<file path="config.mk">
export PLATFORM = sky130hd
export DESIGN_NAME = control_sequencer
export DESIGN_NICKNAME = d
export VERILOG_FILES = /design/src/rtl/control_sequencer.sv
export SDC_FILE = /design/constraint.sdc
export NUM_CORES = 1
export LEC_CHECK = 0
export CORE_AREA = 4 4 56 58
export DETAILED_ROUTE_END_ITERATION = 7
export DIE_AREA = 0 0 60 62
export PLACE_DENSITY_LB_ADDON = 0.1
export SETUP_SLACK_MARGIN = 0.5
export SLEW_MARGIN = 10
export SYNTH_ARGS = -nofsm -noshare
export SYNTH_HDL_FRONTEND = slang
export SYNTH_SLANG_ARGS = --single-unit
</file>
<file path="constraint.sdc">
create_clock -name clock -period 4.12 [get_ports clock]
set_input_delay 1.236 -clock clock [delete_from_list [all_inputs] [get_ports clock]]
set_output_delay 1.236 -clock clock [all_outputs]
set_load 0.01 [all_outputs]
</file>
<file path="src/rtl/control_sequencer.sv">
// control_sequencer
// ------------------------------------------------------------------------
// Hardwired Moore control unit for the DataPath. It runs the common fetch
// (T0-T2), decodes the IR opcode in T3, and then steps through the
// execute phases for ld, ldi, st, ALU R-type, addi, nop and halt. The
// memory phases (T1, ld-T6, st-T7) stretch until mem_ready is seen high.
//
// Build option:
//   CTRL_TIMEOUT_EN  - when defined, a watchdog counts cycles spent waiting
//                      on mem_ready. After WAIT_MAX such cycles in one wait
//                      state the sequencer goes to ERROR. When undefined,
//                      wait states hold indefinitely.
//
// Parameters:
//   OPCODE_W  opcode field width, taken from ir[31 -: OPCODE_W]
//   ALU_OP_W  width of alu_op (drives DataPath opcode)
//   WAIT_MAX  memory-wait watchdog limit in cycles (CTRL_TIMEOUT_EN only)
//
// Ports:
//   clock      rising-edge clock
//   clear      synchronous active-high reset, beats every transition
//   run        allows a new fetch from IDLE or after a done step
//   ir         IR contents read back from DataPath
//   mem_ready  memory finished the current Read/Write
//   PCout..Cout  one-bit DataPath control strobes
//   alu_op     ALU operation, non-zero only in T4
//   state      current state code (debug)
//   done       final step of an instruction
//   halted     in HALT
//   error      in ERROR
// ------------------------------------------------------------------------
module control_sequencer #(
    parameter int OPCODE_W = 5,
    parameter int ALU_OP_W = 5,
    parameter int WAIT_MAX = 15
) (
    input  logic                clock,
    input  logic                clear,
    input  logic                run,
    input  logic [31:0]         ir,
    input  logic                mem_ready,
    output logic                PCout,
    output logic                PCin,
    output logic                IncPC,
    output logic                MARin,
    output logic                MDRin,
    output logic                MDRout,
    output logic                IRin,
    output logic                Yin,
    output logic                ZLowIn,
    output logic                Zlowout,
    output logic                Read,
    output logic                Write,
    output logic                Gra,
    output logic                Grb,
    output logic                Grc,
    output logic                Rin,
    output logic                Rout,
    output logic                BAout,
    output logic                Cout,
    output logic [ALU_OP_W-1:0] alu_op,
    output logic [3:0]          state,
    output logic                done,
    output logic                halted,
    output logic                error
);

    typedef enum logic [3:0] {
        S_IDLE  = 4'b0000,
        S_HALT  = 4'b0001,
        S_ERROR = 4'b0010,
        S_T0    = 4'b0111,
        S_T1    = 4'b1000,
        S_T2    = 4'b1001,
        S_T3    = 4'b1010,
        S_T4    = 4'b1011,
        S_T5    = 4'b1100,
        S_T6    = 4'b1101,
        S_T7    = 4'b1110
    } state_t;

    // Instruction class, so the state machine and strobe decode do not
    // have to repeat opcode range checks.
    typedef enum logic [2:0] {
        C_LD, C_LDI, C_ST, C_ALU, C_ADDI, C_NOP, C_HALT, C_ILL
    } iclass_t;

    localparam logic [ALU_OP_W-1:0] ALU_ADD = ALU_OP_W'(3);

    function automatic iclass_t classify(input logic [OPCODE_W-1:0] op);
        iclass_t c;
        if      (op == OPCODE_W'(5'b00000)) c = C_LD;
        else if (op == OPCODE_W'(5'b00001)) c = C_LDI;
        else if (op == OPCODE_W'(5'b00010)) c = C_ST;
        else if (op >= OPCODE_W'(5'b00011) && op <= OPCODE_W'(5'b01010)) c = C_ALU;
        else if (op == OPCODE_W'(5'b01011)) c = C_ADDI;
        else if (op == OPCODE_W'(5'b11010)) c = C_NOP;
        else if (op == OPCODE_W'(5'b11011)) c = C_HALT;
        else                                c = C_ILL;
        return c;
    endfunction

    state_t                state_q;
    logic [OPCODE_W-1:0]   op_q;
    logic [OPCODE_W-1:0]   ir_op;
    iclass_t               ir_cls;   // class of the live IR, used in T3
    iclass_t               q_cls;    // class of the latched opcode, T4 onwards
    state_t                after_done;

    assign ir_op      = ir[31 -: OPCODE_W];
    assign ir_cls     = classify(ir_op);
    assign q_cls      = classify(op_q);
    assign after_done = run ? S_T0 : S_IDLE;

    // Only the opcode field of the IR matters here.
    logic [31-OPCODE_W:0] unused_ir;
    assign unused_ir = ir[31-OPCODE_W:0];

`ifdef CTRL_TIMEOUT_EN
    localparam int WC_W = ($clog2(WAIT_MAX + 1) < 4) ? 4 : $clog2(WAIT_MAX + 1);
    logic [WC_W-1:0] wait_cnt;
    logic            in_wait;

    assign in_wait = (state_q == S_T1) ||
                     (state_q == S_T6 && q_cls == C_LD) ||
                     (state_q == S_T7 && q_cls == C_ST);
`else
    logic [3:0] unused_wait_max;
    assign unused_wait_max = 4'(WAIT_MAX);
`endif

    // --------------------------------------------------------------------
    // State register and sequencing
    // --------------------------------------------------------------------
    always_ff @(posedge clock) begin
        if (clear) begin
            state_q  <= S_IDLE;
            op_q     <= '0;
`ifdef CTRL_TIMEOUT_EN
            wait_cnt <= '0;
`endif
        end else begin
`ifdef CTRL_TIMEOUT_EN
            // Zero whenever not stalled, so each wait state starts fresh.
            wait_cnt <= '0;
`endif
            case (state_q)
                S_IDLE:  if (run) state_q <= S_T0;
                S_T0:    state_q <= S_T1;
                S_T1:    if (mem_ready) state_q <= S_T2;
                S_T2:    state_q <= S_T3;
                S_T3: begin
                    op_q <= ir_op;
                    case (ir_cls)
                        C_NOP:   state_q <= after_done;
                        C_HALT:  state_q <= S_HALT;
                        C_ILL:   state_q <= S_ERROR;
                        default: state_q <= S_T4;
                    endcase
                end
                S_T4:    state_q <= S_T5;
                S_T5: begin
                    if (q_cls == C_LD || q_cls == C_ST) state_q <= S_T6;
                    else                                state_q <= after_done;
                end
                // ld waits for read data here; st only stages MDR.
                S_T6:    if (q_cls == C_ST || mem_ready) state_q <= S_T7;
                // st waits for the write to land here; ld finishes at once.
                S_T7:    if (q_cls == C_LD || mem_ready) state_q <= after_done;
                S_HALT:  state_q <= S_HALT;
                S_ERROR: state_q <= S_ERROR;
                default: state_q <= S_ERROR;
            endcase
`ifdef CTRL_TIMEOUT_EN
            // Overrides the hold above once the stall has lasted WAIT_MAX cycles.
            if (in_wait && !mem_ready) begin
                if (wait_cnt >= WC_W'(WAIT_MAX - 1)) state_q  <= S_ERROR;
                else                                 wait_cnt <= wait_cnt + 1'b1;
            end
`endif
        end
    end

    // --------------------------------------------------------------------
    // Strobe decode. Decoded from the state register (plus the opcode) so
    // T3 can react to the IR loaded at the end of T2, and st-T7 can
    // qualify done with mem_ready.
    // --------------------------------------------------------------------
    always_comb begin
        PCout   = 1'b0;  PCin    = 1'b0;  IncPC  = 1'b0;  MARin  = 1'b0;
        MDRin   = 1'b0;  MDRout  = 1'b0;  IRin   = 1'b0;  Yin    = 1'b0;
        ZLowIn  = 1'b0;  Zlowout = 1'b0;  Read   = 1'b0;  Write  = 1'b0;
        Gra     = 1'b0;  Grb     = 1'b0;  Grc    = 1'b0;  Rin    = 1'b0;
        Rout    = 1'b0;  BAout   = 1'b0;  Cout   = 1'b0;
        alu_op  = '0;
        done    = 1'b0;
        case (state_q)
            S_T0: begin
                PCout = 1'b1; MARin = 1'b1; IncPC = 1'b1; ZLowIn = 1'b1;
            end
            S_T1: begin
                Zlowout = 1'b1; PCin = 1'b1; Read = 1'b1; MDRin = 1'b1;
            end
            S_T2: begin
                MDRout = 1'b1; IRin = 1'b1;
            end
            S_T3: begin
                case (ir_cls)
                    C_LD, C_LDI, C_ST: begin
                        Grb = 1'b1; BAout = 1'b1; Yin = 1'b1;
                    end
                    C_ALU, C_ADDI: begin
                        Grb = 1'b1; Rout = 1'b1; Yin = 1'b1;
                    end
                    C_NOP:   done = 1'b1;
                    default: ;
                endcase
            end
            S_T4: begin
                ZLowIn = 1'b1;
                if (q_cls == C_ALU) begin
                    Grc    = 1'b1;
                    Rout   = 1'b1;
                    alu_op = ALU_OP_W'(op_q);
                end else begin
                    // Address/immediate add: base or Rb plus the C field.
                    Cout   = 1'b1;
                    alu_op = ALU_ADD;
                end
            end
            S_T5: begin
                Zlowout = 1'b1;
                if (q_cls == C_LD || q_cls == C_ST) begin
                    MARin = 1'b1;
                end else begin
                    Gra = 1'b1; Rin = 1'b1; done = 1'b1;
                end
            end
            S_T6: begin
                MDRin = 1'b1;
                if (q_cls == C_ST) begin
                    Gra = 1'b1; Rout = 1'b1;
                end else begin
                    Read = 1'b1;
                end
            end
            S_T7: begin
                if (q_cls == C_ST) begin
                    Write = 1'b1;
                    done  = mem_ready;
                end else begin
                    MDRout = 1'b1; Gra = 1'b1; Rin = 1'b1; done = 1'b1;
                end
            end
            default: ;
        endcase
    end

    assign state  = state_q;
    assign halted = (state_q == S_HALT);
    assign error  = (state_q == S_ERROR);

endmodule

</file>
==> results by group <==
Logic synthesis
  – Simple-gate share of the synthesized area: 0.360
  – Area leader, netlist: dfxtp_1
  – Synth area leaders: dfxtp_1, nor2_1, a21oi_1
  – Synth cell types: 46
  – Synth Flop Type: dfxtp_1
  – Synth Cell Area: 972 um^2
  – YS warnings: 0
  – Sequential area share after synthesis: 0.185
  – Syn Inst Count: 138
  – Compound-gate portion of the synthesized area: 0.241
  – Largest family of logic cells by synthesized area: simple AND/OR/NAND/NOR gates
  – #FFs+latches synth: 9
  – Syn Nets: 174
  – Asr flop ratio synth: 0
  – Share of the synthesized area in the top cell type: 0.185
  – Post-Syn Area per Cell: 7.04 um^2
  – XOR/XNOR Fraction of Synth Area: 0.0270
  – EDFF count, synth: 0
  – Adder-Cell Fraction of Synth Area: 0
  – Post-synthesis mux area share: 0.0631

Hold path
  – Hold Path Cell Cnt: 2
  – Worst hold endpoint: op_q[0]
  – Hold path start: op_q[0]
  – Hold WC Path Type: reg -> reg

Final layout
  – Area growth, synth to finish: 57.5%
  – Antenna Cells: 0
  – Fin cells: 224
  – Layout net count: 230
  – Ratio of cells with drive above 1 in the final layout: 0.264

Global route
  – Initial antenna violation count: 0
  – Grt ovf: 0
  – Global-route wire length before repair: 5.20 mm
  – Pin count of the biggest net entering global routing: 20
  – Vias in the first global route: 1162
  – GRT Total Usage: 0.185

Detailed routing
  – Vias per cell: 5.38
  – DR iter-0 viols: 39
  – Via Count: 1205
  – WL/cell: 14.3 um
  – Final WL: 3.20 mm
  – DRT antenna net count: 0
  – # DRC: 0
  – Pre-antenna DRT Iters: 4

Flow run
  – Maxcap violations: 0

Clocking
  – CTS clk-pin slew, worst paths: 0.07 ns
  – Number of buffers created by CTS: 3
  – Skew-Pair Late Insertion Delay: 0.27 ns
  – Clock sinks: 9
  – H-tree level count: 1
  – CTS tree: built
  – Hold-fix buffers at CTS: 0
  – CTS Buffer Depth: 2
  – Root Buffer: clkbuf_4

STA
  – Max Slew Vio Count: 0
  – RSZ-0062 raised after global routing: yes
  – Setup Viol. Count Final: 0
  – Worst slew margin: 0.616
  – Min cycle time layout: 3.58 ns
  – Setup TNS: 0 ns
  – Setup Skew: 0.00194 ns
  – Final Hold Fails: 0
  – Hold WS: 0.583 ns
  – Worst-Margin Slew: 0.570 ns
  – Highest clock rate: 0.279 GHz
  – Period utilization: 0.869

Worst setup path
  – Reg2reg end: state[0]
  – R2r startpoint: state[2]
  – Startpoint Class: input pin
  – Worst Path Arrival: 3.74 ns
  – Worst Path Buf+Inv: 16
  – Worst path cell trace: clkbuf_2 > nand4b_1 > buf_4 > buf_4 > buf_4 > buf_4 > buf_4 > buf_4 > buf_4 > buf_4 > buf_4 > buf_4 > buf_4 > buf_4 > buf_4 > buf_4 > buf_4 > o21ai_2 > a32o_1 > a21oi_2
  – CP most frequent cell: buf_4
  – Critical Path RT: 4.28 ns
  – Reg2Reg Setup Slack: 2.01 ns
  – Crit. Startpoint: ir[29]
  – Crit. End Element: flop
  – CP max stage cell: nand4b_1
  – FF-to-FF path depth: 9
  – Largest stage delay, worst path: 0.21 ns
  – Worst Path Max Fanout: 2
  – Cell family with most CP delay: buffers and inverters
  – Crit path kind: in -> reg

Die
  – Starting Density: 0.365
  – Die footprint: 3720 um^2
  – # rows: 19
  – Core area: 2660 um^2
  – Die X: 60 um
  – Ports: 67
  – Die Y-Extent: 62 um

Run status
  – Status: completed

Placement
  – # placed instances: 205
  – PortBufs: 38
  – HPWL Detailed: 2.24 mm
  – RD Place Congestion: 0.943

Power
  – Final Total Pwr: 0.262 mW
  – Leakage: 0.688 nW
  – PD cells: 171 nW/um^2
  – Maximum VDD drop: 0.173 mV
## Yosys cell counts, types with 3 or more instances
master,n
inv_1,6
nand3_1,3
nand2_1,11
o21ai_0,5
nor3_1,8
nor2b_1,3
nor4_1,4
nor2_1,20
a21oi_1,10
a211oi_1,4
and2_1,3
buf_4,6
buf_2,5
dfxtp_1,9
mux2i_1,5
## stage by stage
step | cell area (um^2) | setup WS (ns) | util
final | 1530 | 0.539 | 0.575
after global routing | 1530 | 0.442 | 0.575
after CTS | 1540 | 0.492 | 0.578
after detailed placement | 1400 | -0.0381 | 0.524
after global placement | 1400 | -0.0442 | 0.524
after floorplan | 972 | 0.943 | -
## sequential cells by signal (all words and copies together) (netlist names)
signal and count:
op_q 5, state 4
## area by class of cell
| class | count | area, um^2 |
|---|---|---|
| clock buffers | 3 | 22.5 |
| clock inverters | 1 | 5.00 |
| fillers | 268 | 1130 |
| inverters | 6 | 22.5 |
| multi-input cells | 108 | 697 |
| flip-flops and latches | 9 | 180 |
| well taps | 31 | 38.8 |
| repair buffers | 66 | 566 |
## routing by layer
metal,vias to the layer above,GRT usage,share of wire
li1,605,-,-
met1,546,0.244,0.44
met2,45,0.310,0.48
met3,9,0.0207,0.062
met4,0,0.0696,0.019
met5,-,0,0
## cell usage in the layout, fill, tap and decap left out, types with 2 or more instances in the layout
| master | count |
|---|---|
| o21ai_0 | 4 |
| a211oi_1 | 3 |
| clkbuf_4 | 3 |
| and2_1 | 3 |
| or2_2 | 2 |
| a211o_1 | 2 |
| a21oi_1 | 9 |
| buf_4 | 28 |
| nand4b_1 | 2 |
| mux2i_1 | 5 |
| nor4_1 | 4 |
| dfxtp_1 | 9 |
| nor2_1 | 20 |
| clkdlybuf4s50_1 | 28 |
| dlygate4sd2_1 | 5 |
| clkbuf_2 | 4 |
| nor2b_1 | 3 |
| inv_1 | 6 |
| nand3_1 | 3 |
| nor3_1 | 7 |
| xnor2_1 | 2 |
| nand2_1 | 11 |
## worst reg2reg max path, stage by stage (launching register included)
cell and delay [ns]:
dfxtp_1 0.44, buf_4 0.23, nand4bb_1 0.14, buf_4 0.20
nor3_2 0.08, buf_4 0.14, buf_4 0.12, o22a_1 0.22
nor4_1 0.30, o32ai_1 0.12
## what timing repair did
item / 4_1_cts / 5_1_grt
setup endpoints to repair: 5 / 5
resized for setup: 16 / 10
pin swaps: 4 / 4
setup buffers: 15 / 0
## cell families (layout without fill, tap and decap cells)
kind of cell | count (synthesis) | in the layout
compound gates | 33 | 33
simple gates | 65 | 65
flops | 9 | 9
other cells | 1 | 1
mux | 6 | 6
buf+inv | 21 | 76
xor+xnor | 3 | 3
## worst max-delay path by stage
stage,cells after the start,endpoint
6_report,20,state[1]
5_1_grt,5,alu_op[3]
4_1_cts,20,state[1]
3_5_place_dp,6,done
3_3_place_gp,6,done
2_1_floorplan,3,Rout
## power breakdown
group	total (mW)	switching, mW	internal (mW)
logic	0.0935	0.0478	0.0457
clock network	0.0728	0.0369	0.0360
registers	0.0958	0.00534	0.0905
(Power assumes the default switching activity.)
